File: src/rtl/esm_fetch_decode_if.sv
// esm_fetch_decode_if: instruction-memory bus between the ESM fetch/predecode
// front end and instruction memory.
//   imem_req    fetch request valid (accepted in the cycle it is asserted)
//   imem_addr   word-aligned byte address of the request
//   imem_rvalid response valid; responses return in request order
//   imem_rdata  response word
// master = fetch unit, slave = instruction memory.
interface esm_fetch_decode_if #(
  parameter int ADDR_W          = 32,
  parameter int Instr_word_size = 32
);
  logic                       imem_req;
  logic [ADDR_W-1:0]          imem_addr;
  logic                       imem_rvalid;
  logic [Instr_word_size-1:0] imem_rdata;

  modport master (output imem_req, output imem_addr,
                  input  imem_rvalid, input imem_rdata);
  modport slave  (input  imem_req, input imem_addr,
                  output imem_rvalid, output imem_rdata);
endinterface

File: src/rtl/esm_fetch_decode.sv
// esm_fetch_decode: upstream feeder of the ESM scheduler. Fetches RV32I words
// from instruction memory into a small FIFO, predecodes ALUSrc/RegWrite and
// delivers exactly one word (instruction or bubble) per unstalled clock.
// Halts cleanly after issuing a SYSTEM (ECALL/EBREAK) word.
// Ports:
//   clk, rst (async, active low), start (1-cycle pulse), stall (downstream hold)
//   imem        esm_fetch_decode_if.master: imem_req/imem_addr out, imem_rvalid/imem_rdata in
//   instr_o, alu_src_o, reg_write_o, instr_valid_o  registered issue outputs
//   illegal_o   sticky unknown-opcode flag, cleared on start
//   halted_o    1 in HALT
// Optional feature: define ESM_FETCH_PERF_EN to add bubble_cnt/issue_cnt outputs.
module esm_fetch_decode #(
  parameter int                Instr_word_size = 32,
  parameter int                ADDR_W          = 32,
  parameter int                DEPTH           = 4,
  parameter logic [ADDR_W-1:0] BOOT_ADDR       = '0
) (
  input  logic                       clk,
  input  logic                       rst,
  input  logic                       start,
  input  logic                       stall,
  esm_fetch_decode_if.master         imem,
  output logic [Instr_word_size-1:0] instr_o,
  output logic                       alu_src_o,
  output logic                       reg_write_o,
  output logic                       instr_valid_o,
  output logic                       illegal_o,
  output logic                       halted_o
`ifdef ESM_FETCH_PERF_EN
  ,
  output logic [31:0]                bubble_cnt,
  output logic [31:0]                issue_cnt
`endif
);

  localparam int PW = $clog2(DEPTH);
  localparam int CW = PW + 1;
  localparam logic [PW-1:0] PTR_ONE = PW'(1);
  localparam logic [CW-1:0] CNT_ONE = CW'(1);
  localparam logic [Instr_word_size-1:0] NOP = Instr_word_size'(32'h0000_0013);

  typedef enum logic [1:0] {S_IDLE, S_RUN, S_DRAIN, S_HALT} state_t;

  state_t                     state_q, state_d;
  logic [ADDR_W-1:0]          pc_q, pc_d;
  logic [Instr_word_size-1:0] fifo_q [DEPTH];
  logic [Instr_word_size-1:0] fifo_d [DEPTH];
  logic [PW-1:0]              wr_ptr_q, wr_ptr_d, rd_ptr_q, rd_ptr_d;
  logic [CW-1:0]              count_q, count_d, outst_q, outst_d;
  logic [Instr_word_size-1:0] instr_q, instr_d;
  logic                       alu_q, alu_d, rw_q, rw_d, valid_q, valid_d;
  logic                       illegal_q, illegal_d;
`ifdef ESM_FETCH_PERF_EN
  logic [31:0]                bubble_q, bubble_d, issue_q, issue_d;
`endif

  logic                       req, push, pop, flush, restart;
  logic [CW:0]                occ;
  logic [Instr_word_size-1:0] head;
  logic [3:0]                 pre;

  // Returns {alu_src, reg_write, illegal, system}.
  function automatic logic [3:0] predecode(input logic [Instr_word_size-1:0] w);
    logic alu, rw, ill, sys;
    alu = 1'b0;
    rw  = 1'b0;
    ill = 1'b0;
    sys = 1'b0;
    case (w[6:0])
      7'b0110011: begin alu = 1'b0; rw = 1'b1; end
      7'b0010011, 7'b0000011,
      7'b0110111, 7'b0010111,
      7'b1101111, 7'b1100111: begin alu = 1'b1; rw = 1'b1; end
      7'b0100011: begin alu = 1'b1; rw = 1'b0; end
      7'b1100011: begin alu = 1'b0; rw = 1'b0; end
      7'b1110011: sys = 1'b1;
      default:    ill = 1'b1;
    endcase
    if (w[11:7] == 5'd0) rw = 1'b0;
    return {alu, rw, ill, sys};
  endfunction

  always_comb begin
    state_d   = state_q;
    pc_d      = pc_q;
    fifo_d    = fifo_q;
    wr_ptr_d  = wr_ptr_q;
    rd_ptr_d  = rd_ptr_q;
    count_d   = count_q;
    outst_d   = outst_q;
    instr_d   = instr_q;
    alu_d     = alu_q;
    rw_d      = rw_q;
    valid_d   = valid_q;
    illegal_d = illegal_q;
`ifdef ESM_FETCH_PERF_EN
    bubble_d  = bubble_q;
    issue_d   = issue_q;
`endif

    // Credit rule: FIFO occupancy plus in-flight requests never exceeds DEPTH,
    // so a returning response always has a free slot.
    occ     = (CW+1)'(count_q) + (CW+1)'(outst_q);
    req     = (state_q == S_RUN) && (occ < (CW+1)'(DEPTH));
    head    = fifo_q[rd_ptr_q];
    pre     = predecode(head);
    pop     = !stall && (state_q == S_RUN) && (count_q != '0);
    flush   = pop && pre[0];
    // Responses outside RUN (i.e. in DRAIN) only return credit.
    push    = imem.imem_rvalid && (state_q == S_RUN) && !flush;
    restart = start && ((state_q == S_IDLE) || (state_q == S_HALT));

    case ({req, imem.imem_rvalid})
      2'b10:   outst_d = outst_q + CNT_ONE;
      2'b01:   outst_d = (outst_q != '0) ? outst_q - CNT_ONE : outst_q;
      default: outst_d = outst_q;
    endcase

    if (flush) begin
      wr_ptr_d = '0;
      rd_ptr_d = '0;
      count_d  = '0;
    end else begin
      if (push) begin
        fifo_d[wr_ptr_q] = imem.imem_rdata;
        wr_ptr_d         = wr_ptr_q + PTR_ONE;
      end
      if (pop) rd_ptr_d = rd_ptr_q + PTR_ONE;
      count_d = count_q + (push ? CNT_ONE : '0) - (pop ? CNT_ONE : '0);
    end

    if (!stall) begin
      if (pop) begin
        instr_d = head;
        alu_d   = pre[3];
        rw_d    = pre[2];
        valid_d = 1'b1;
        if (pre[1]) illegal_d = 1'b1;
      end else begin
        instr_d = NOP;
        alu_d   = 1'b1;
        rw_d    = 1'b0;
        valid_d = 1'b0;
      end
    end

`ifdef ESM_FETCH_PERF_EN
    if (pop && issue_q != '1) issue_d = issue_q + 32'd1;
    if (!stall && (state_q == S_RUN) && !pop && bubble_q != '1) bubble_d = bubble_q + 32'd1;
    if (restart) begin
      issue_d  = '0;
      bubble_d = '0;
    end
`endif

    case (state_q)
      S_IDLE, S_HALT: begin
        if (restart) begin
          state_d   = S_RUN;
          pc_d      = BOOT_ADDR;
          illegal_d = 1'b0;
        end
      end
      S_RUN: begin
        if (req)   pc_d    = pc_q + ADDR_W'(4);
        if (flush) state_d = S_DRAIN;
      end
      S_DRAIN: begin
        if (outst_q == '0) state_d = S_HALT;
      end
      default: state_d = S_IDLE;
    endcase
  end

  always_ff @(posedge clk or negedge rst) begin
    if (!rst) begin
      state_q   <= S_IDLE;
      pc_q      <= BOOT_ADDR;
      for (int unsigned i = 0; i < DEPTH; i++) fifo_q[i] <= '0;
      wr_ptr_q  <= '0;
      rd_ptr_q  <= '0;
      count_q   <= '0;
      outst_q   <= '0;
      instr_q   <= NOP;
      alu_q     <= 1'b1;
      rw_q      <= 1'b0;
      valid_q   <= 1'b0;
      illegal_q <= 1'b0;
`ifdef ESM_FETCH_PERF_EN
      bubble_q  <= '0;
      issue_q   <= '0;
`endif
    end else begin
      state_q   <= state_d;
      pc_q      <= pc_d;
      fifo_q    <= fifo_d;
      wr_ptr_q  <= wr_ptr_d;
      rd_ptr_q  <= rd_ptr_d;
      count_q   <= count_d;
      outst_q   <= outst_d;
      instr_q   <= instr_d;
      alu_q     <= alu_d;
      rw_q      <= rw_d;
      valid_q   <= valid_d;
      illegal_q <= illegal_d;
`ifdef ESM_FETCH_PERF_EN
      bubble_q  <= bubble_d;
      issue_q   <= issue_d;
`endif
    end
  end

  assign imem.imem_req  = req;
  assign imem.imem_addr = pc_q;
  assign instr_o        = instr_q;
  assign alu_src_o      = alu_q;
  assign reg_write_o    = rw_q;
  assign instr_valid_o  = valid_q;
  assign illegal_o      = illegal_q;
  assign halted_o       = (state_q == S_HALT);
`ifdef ESM_FETCH_PERF_EN
  assign bubble_cnt     = bubble_q;
  assign issue_cnt      = issue_q;
`endif

endmodule

File: src/flat_wrapper.sv
// flat-port wrapper written by rule: the top's interface ports become plain ports
module esm_fetch_decode_flat 
#(
  parameter int                Instr_word_size = 32,
  parameter int                ADDR_W          = 32,
  parameter int                DEPTH           = 4,
  parameter logic [ADDR_W-1:0] BOOT_ADDR       = '0
)
  (clk, rst, start, stall, instr_o, alu_src_o, reg_write_o, instr_valid_o, illegal_o, halted_o, imem_imem_req, imem_imem_addr, imem_imem_rvalid, imem_imem_rdata);
  esm_fetch_decode_if #(.ADDR_W(ADDR_W), .Instr_word_size(Instr_word_size)) imem_i ();
  input  logic clk;
  input  logic rst;
  input  logic start;
  input  logic stall;
  output logic [Instr_word_size-1:0] instr_o;
  output logic alu_src_o;
  output logic reg_write_o;
  output logic instr_valid_o;
  output logic illegal_o;
  output logic halted_o;
  output wire logic [$bits(imem_i.imem_req)-1:0] imem_imem_req;
  output wire logic [$bits(imem_i.imem_addr)-1:0] imem_imem_addr;
  input wire logic [$bits(imem_i.imem_rvalid)-1:0] imem_imem_rvalid;
  input wire logic [$bits(imem_i.imem_rdata)-1:0] imem_imem_rdata;
  assign imem_imem_req = imem_i.imem_req;
  assign imem_imem_addr = imem_i.imem_addr;
  assign imem_i.imem_rvalid = imem_imem_rvalid;
  assign imem_i.imem_rdata = imem_imem_rdata;
  esm_fetch_decode #(.Instr_word_size(Instr_word_size), .ADDR_W(ADDR_W), .DEPTH(DEPTH), .BOOT_ADDR(BOOT_ADDR)) u_core (.clk(clk), .rst(rst), .start(start), .stall(stall), .imem(imem_i), .instr_o(instr_o), .alu_src_o(alu_src_o), .reg_write_o(reg_write_o), .instr_valid_o(instr_valid_o), .illegal_o(illegal_o), .halted_o(halted_o));
endmodule
File: config.mk
export PLATFORM = sky130hd
export DESIGN_NAME = esm_fetch_decode_flat
export DESIGN_NICKNAME = d
export VERILOG_FILES = /design/src/rtl/esm_fetch_decode_if.sv /design/src/rtl/esm_fetch_decode.sv /design/src/flat_wrapper.sv
export SDC_FILE = /design/constraint.sdc
export NUM_CORES = 1
export LEC_CHECK = 0
export ABC_AREA = 1
export BUFFER_PORTS_ARGS = -buffer_cell sky130_fd_sc_hd__buf_2
export CORE_AREA = 2 2 147 149
export DETAILED_ROUTE_END_ITERATION = 12
export DIE_AREA = 0 0 149 151
export GPL_TIMING_DRIVEN = 0
export PLACE_DENSITY = 0.78
export SYNTH_ARGS = -nofsm -noshare
export SYNTH_HDL_FRONTEND = slang
export SYNTH_SLANG_ARGS = --single-unit
File: constraint.sdc
create_clock -name clk -period 5 [get_ports clk]
set_input_delay 0.25 -clock clk [delete_from_list [all_inputs] [get_ports clk]]
set_output_delay 0.25 -clock clk [all_outputs]
set_load 0.02 [all_outputs]
# Word level (Yosys, flattened, before mapping)

Cells that the tools add are included.

Output and inout port bits: 70
Register bits: 208
Word-level logic and storage cells: 113
Input port bits: 37

Equal/unequal tests: 20
Add/subtract/negate cells: 8
Order comparisons: 4
Reduce and logical (&&, ||, !) cells: 28
Bitwise gates (word level): 3
Muxes and demuxes: 35

Operators with widths:

| cell                                                  | number |
|---|---|
| two-way mux 32 bit                                    | 6 |
| bitwise mux 128 bit                                   | 1 |
| binary-select mux 32 bit (select 2 bit)               | 1 |
| demux 32 bit (select 2 bit)                           | 1 |
| case mux 32 bit (2 select lines)                      | 1 |
| adder 32 x 3 -> 32 bit, second input constant         | 1 |
| equality test 7 bit, second input constant            | 4 |
| equality test 7 x 6 -> 1 bit, second input constant   | 3 |
| equality test 7 x 5 -> 1 bit, second input constant   | 2 |
| two-way mux 1 bit                                     | 14 |
| two-way mux 2 bit                                     | 7 |
| OR reduction 7 bit                                    | 2 |
| OR reduction 10 bit                                   | 1 |
| logical AND 1 bit                                     | 8 |
| inequality test 2 x 1 -> 1 bit, second input constant | 4 |
| nonzero test 2 bit                                    | 4 |
| equality test 7 x 2 -> 1 bit, second input constant   | 1 |
| equality test 2 bit, second input constant            | 3 |
| >= comparator 3 bit, second input constant            | 2 |
| two-way mux 3 bit                                     | 2 |
| NOT 2 -> 3 bit                                        | 2 |
| case mux 2 bit (3 select lines)                       | 1 |
| case mux 3 bit (2 select lines)                       | 1 |
| AND reduction 3 bit                                   | 2 |
| other kinds (19)                                      | 24 |

# Depth between registers and ports, before layout

Depth after elaboration: 13
Depth in mapped cells: 19
Mapped depth without buffers: 16

# Worst setup path after synthesis

OpenSTA, ideal clock, no wires.

Path kind: reg2reg
Start: reg u_core.state_q[1]
End: reg u_core.count_q[2]
Buffers on the path: 2
Stages on the path, launching flop included: 17
Data required time: 4887 ps
Period minus slack after synthesis: 2489 ps
Setup slack: 2511 ps
Arrival time: 2376 ps
Library setup time: 113 ps
Cell sequence: dfrtp_1 inv_1 ha_1 buf_2 inv_1 nor2_1 nand2_1 inv_1 clkbuf_1 ha_1 inv_1 ha_1 inv_1 fa_1 xnor2_1 nand2_1 inv_1

Word-level cells in the longest chain between the ends: 10
Elaborated cells on any way between the ends: 12
Classes of those cells: add/sub: 2; eq/ne: 1; mux: 3; reduce/logical: 6

Ends and longest elaborated chain:

| element                            | RTL line                | source |
|---|---|---|
| start, declared                    | esm_fetch_decode.sv:44  | `state_t state_q, state_d;` |
| start signal, assigned             | esm_fetch_decode.sv:194 | `state_q <= state_d;` |
| equality test 2 x 1 -> 1 bit (*)   | esm_fetch_decode.sv:107 | `pop = !stall && (state_q == S_RUN) && (count_q != '0);` |
| logical AND 1 bit (*) (2 in a row) | esm_fetch_decode.sv:107 |  |
| net u_core.pop                     | esm_fetch_decode.sv:57  | `logic req, push, pop, flush, restart;` |
| logical AND 1 bit                  | esm_fetch_decode.sv:108 | `flush = pop && pre[0];` |
| zero test 1 bit                    | esm_fetch_decode.sv:110 | `push = imem.imem_rvalid && (state_q == S_RUN) && !flush;` |
| logical AND 1 bit                  | esm_fetch_decode.sv:110 |  |
| two-way mux 1 bit                  | esm_fetch_decode.sv:129 | `count_d = count_q + (push ? CNT_ONE : '0) - (pop ? CNT_ONE : '0);` |
| adder 3 bit                        | esm_fetch_decode.sv:129 |  |
| subtractor 3 bit                   | esm_fetch_decode.sv:129 |  |
| two-way mux 3 bit (*)              | esm_fetch_decode.sv:119 | `if (flush) begin` |
| net u_core.count_d[2]              | esm_fetch_decode.sv:49  | `logic [CW-1:0] count_q, count_d, outst_q, outst_d;` |
| end signal, assigned               | esm_fetch_decode.sv:199 | `count_q <= count_d;` |
| end, declared                      | esm_fetch_decode.sv:49  |  |

The timed path passes the listed nets; every way through them passes the cells marked *.
A chain may end at the register's enable or synchronous reset.

# Final worst setup path

Ends and elaborated chain as after synthesis.

==> flow_summary.yaml <==
run_status:
  status: "finished, final reports clean"
sta:
  worst_pin_slew_ps: 711
  min_period_over_period_pct: 59.8
  drv_slew: 0
  rsz0062_at_grt: "false"
  period_needed_ps: 2990
  setup_slack_ps: 2010
  hold_ws_ps: 0.125
  relSlewSlack_pct: 52.2
  max_freq_ghz: 0.335
  finalSetupViolCount: 0
  tns_ps: 0
  hold_viol_final: 0
  fin_worst_skew_ps: 12.1
logic_synthesis:
  synth_edf_count: 0
  synthCells: 1305
  ys_seq_elements: 206
  synth-main-ff-cell: "dfrtp_1"
  seq_area_frac_synth_pct: 50.4
  synth_area_per_cell_um2: 7.85
  ys_warn_count: 0
  synth-async-reset-ratio_pct: 100
  syn_area_um2: 10200
  ys_types: 35
global_routing:
  antenna_found_initial: 3
  grt_pass1_vias: 9186
  grt_max_degree: 122
  grt-ovfl-total: 0
  grt_use_total_pct: 25.9
  grt_pass1_wl_um: 46400
worst_setup_path:
  crit_path_max_fanout: 10
  critPathBufInv: 8
  slowest_stage: "clkbuf_1"
  startpoint_type: "flip-flop"
  critical-path-top-delay-family: "buffers and inverters"
  crit_path_max_incr_delay_ps: 440
  crit_arrival_ps: 3400
  cp-end-kind: "flip-flop"
  required_ps: 5410
  path_cells: "inv_1 -> ha_1 -> buf_2 -> inv_1 -> nor2_1 -> nand2_1 -> inv_1 -> clkbuf_1 -> ha_1 -> inv_1 -> ha_1 -> inv_1 -> fa_1 -> xnor2_1 -> nand2_1 -> inv_1"
  path_class: "reg -> reg"
  crit_path_frequent_cell: "inv_1"
routing:
  dr.pass1.iters: 6
  vias: 9394
  post_drt_wl_per_cell_um: 16.4
  routed_wirelength_um: 28300
  drt_first_iter_violations: 777
  drc_errors: 0
  avgViaCountPerCell: 5.44
  antenna_left: 0
floorplanning:
  rows: 53
  chipWidth_um: 149
  fp.dieArea_um2: 22500
  die_h_um: 151
  start_util_pct: 49.2
  core_um2: 20800
  io_pins: 107
clocking:
  clk_pin_slew_worst_paths_ps: 50
  clk_path_buf_depth: 3
  cts_tree: "done"
  root_buffer: "clkbuf_16"
  clkLatencyLatePin_ps: 520
  cts_max_level: 1
  cts_buffers: 24
  post-cts-setup-buffers: 0
  clock-sinks: 206
hold_path:
  hold_path.class: "in -> reg"
power_and_ir_drop:
  p_leak_nw: 6.18
  powerDensity_nw_per_um2: 634
  ir_worst_vdd_v: 0.000377
layout:
  fillers: 1920
  drive_gt1_share_pct: 13.8
  areaGrowthSynthToFinish_pct: 16.8
  fin_nets: 1489
  diodes: 0
placed_design:
  post-place-ws_ps: 2020
  portBuffers: 104
  gp_congestion: 0.918
  hpwl_um: 19300
job:
  maxCapViolCount: 0
area by class of cell:
type	instances	area, um2	area share, %
Buffer	77	428	3.58
Sequential cell	206	5160	43.1
Multi-Input combinational cell	926	4290	35.9
Inverter	97	369	3.08
Clock buffer	36	727	6.08
Tap cell	275	344	2.88
Clock inverter	5	77.6	0.648
Timing Repair Buffer	106	568	4.75
through the flow:
step	total power [mW]	cells	instance area [um2]	util (%)
after floorplan	4.79	1306	10200	-
after global placement	5.66	1685	11100	53.4
after detailed placement	5.76	1686	11200	53.6
after CTS	7.57	1728	12000	57.5
after global routing	8.13	1728	12000	57.5
final	7.58	1728	12000	57.5
report_power, final:
group	internal [mW]	switching [mW]	leakage [nW]
logic	0.964	2.11	3.14
clock network	1.10	0.684	0.393
registers	2.34	0.396	2.65
total	4.40	3.19	6.18
path summary, 6_finish.rpt:
check | slack, ps | start | depth (start not counted) | endpoint
max in group asynchronous | 3720 | rst | 3 | u_core.instr_o[20]
hold / removal | 0.1 | start | 4 | u_core.illegal_o
setup reg to reg | 2010 | u_core.state_q[1] | 16 | u_core.count_q[2]
setup / recovery | 2010 | u_core.state_q[1] | 16 | u_core.count_q[2]
hold reg to reg | 470 | u_core.fifo_q[122] | 2 | u_core.fifo_q[122]
min in group asynchronous | 290 | rst | 2 | u_core.illegal_o
flip-flops by register name, summed over array words and instances (netlist names):
signal                 cells
u_core.fifo_q            128
u_core.instr_o            32
u_core.imem.imem_addr     30
u_core.count_q             3
u_core.outst_q             3
u_core.rd_ptr_q            2
u_core.state_q             2
u_core.wr_ptr_q            2
u_core.alu_src_o           1
u_core.illegal_o           1
u_core.instr_valid_o       1
u_core.reg_write_o         1
worst register-to-register path, cell delays in order (launching register included):
cell      delay, ps
dfrtp_1         410
inv_1            70
ha_1            140
buf_2           200
inv_1           110
nor2_1          120
nand2_1         100
inv_1           120
clkbuf_1        440
ha_1            320
inv_1            50
ha_1            130
inv_1            50
fa_1            370
xnor2_1         140
nand2_1          80
inv_1            40
metal layers:
metal / track usage, % / part of all wire, % / vias up
li1: - / - / 4488
met1: 33.9 / 41 / 4480
met2: 43.8 / 48 / 365
met3: 4.64 / 8.5 / 57
met4: 8.14 / 2.5 / 4
met5: 0 / 0.095 / -
layout by cell type, fill, tap and decap left out, types with 3 or more instances in the layout:
cell type,netlist,routed
a21oi_1,37,37
a32o_1,21,21
buf_1,16,16
buf_2,18,121
buf_4,5,5
buf_6,13,13
clkbuf_1,25,30
clkbuf_16,0,25
clkbuf_8,0,6
dfrtp_1,202,202
dfstp_2,4,4
ha_1,12,12
inv_1,92,92
nand2_1,473,473
nand2_2,10,10
nand3_1,200,200
nand4_1,19,19
nor2_1,55,55
nor3_1,16,16
o21ai_0,61,61
xor2_1,3,3
logic make-up after synthesis:
kind of cell    count (synthesis)  share of synthesized area, %
flops                         206                          50.4
other cells                     1                        0.0366
fa+ha+maj                      14                          1.86
xor+xnor                        4                         0.342
simple gates                  781                          32.4
compound gates                125                          7.25
buf+inv                       174                          7.78
synth_stat cells (3+ instances only):
library cell	n	share of area [%]
xor2_1	3	0.26
a21oi_1	37	1.8
dfrtp_1	202	49
dfstp_2	4	1.0
inv_1	92	3.4
buf_2	18	0.88
buf_1	16	0.59
nand2_2	10	0.61
buf_4	5	0.37
buf_6	13	1.4
nor3_1	16	0.78
ha_1	12	1.5
a32o_1	21	2.1
nand2_1	473	17
nor2_1	55	2.0
o21ai_0	61	3.0
nand3_1	200	9.8
nand4_1	19	1.2
clkbuf_1	25	0.92
timing repair:
action / in CTS / in global routing
hold buffers: 1 / 0
hold endpoints to repair: 85 / 0
gates resized for setup: 0 / 0
Power figures use the tool's default switching activity.
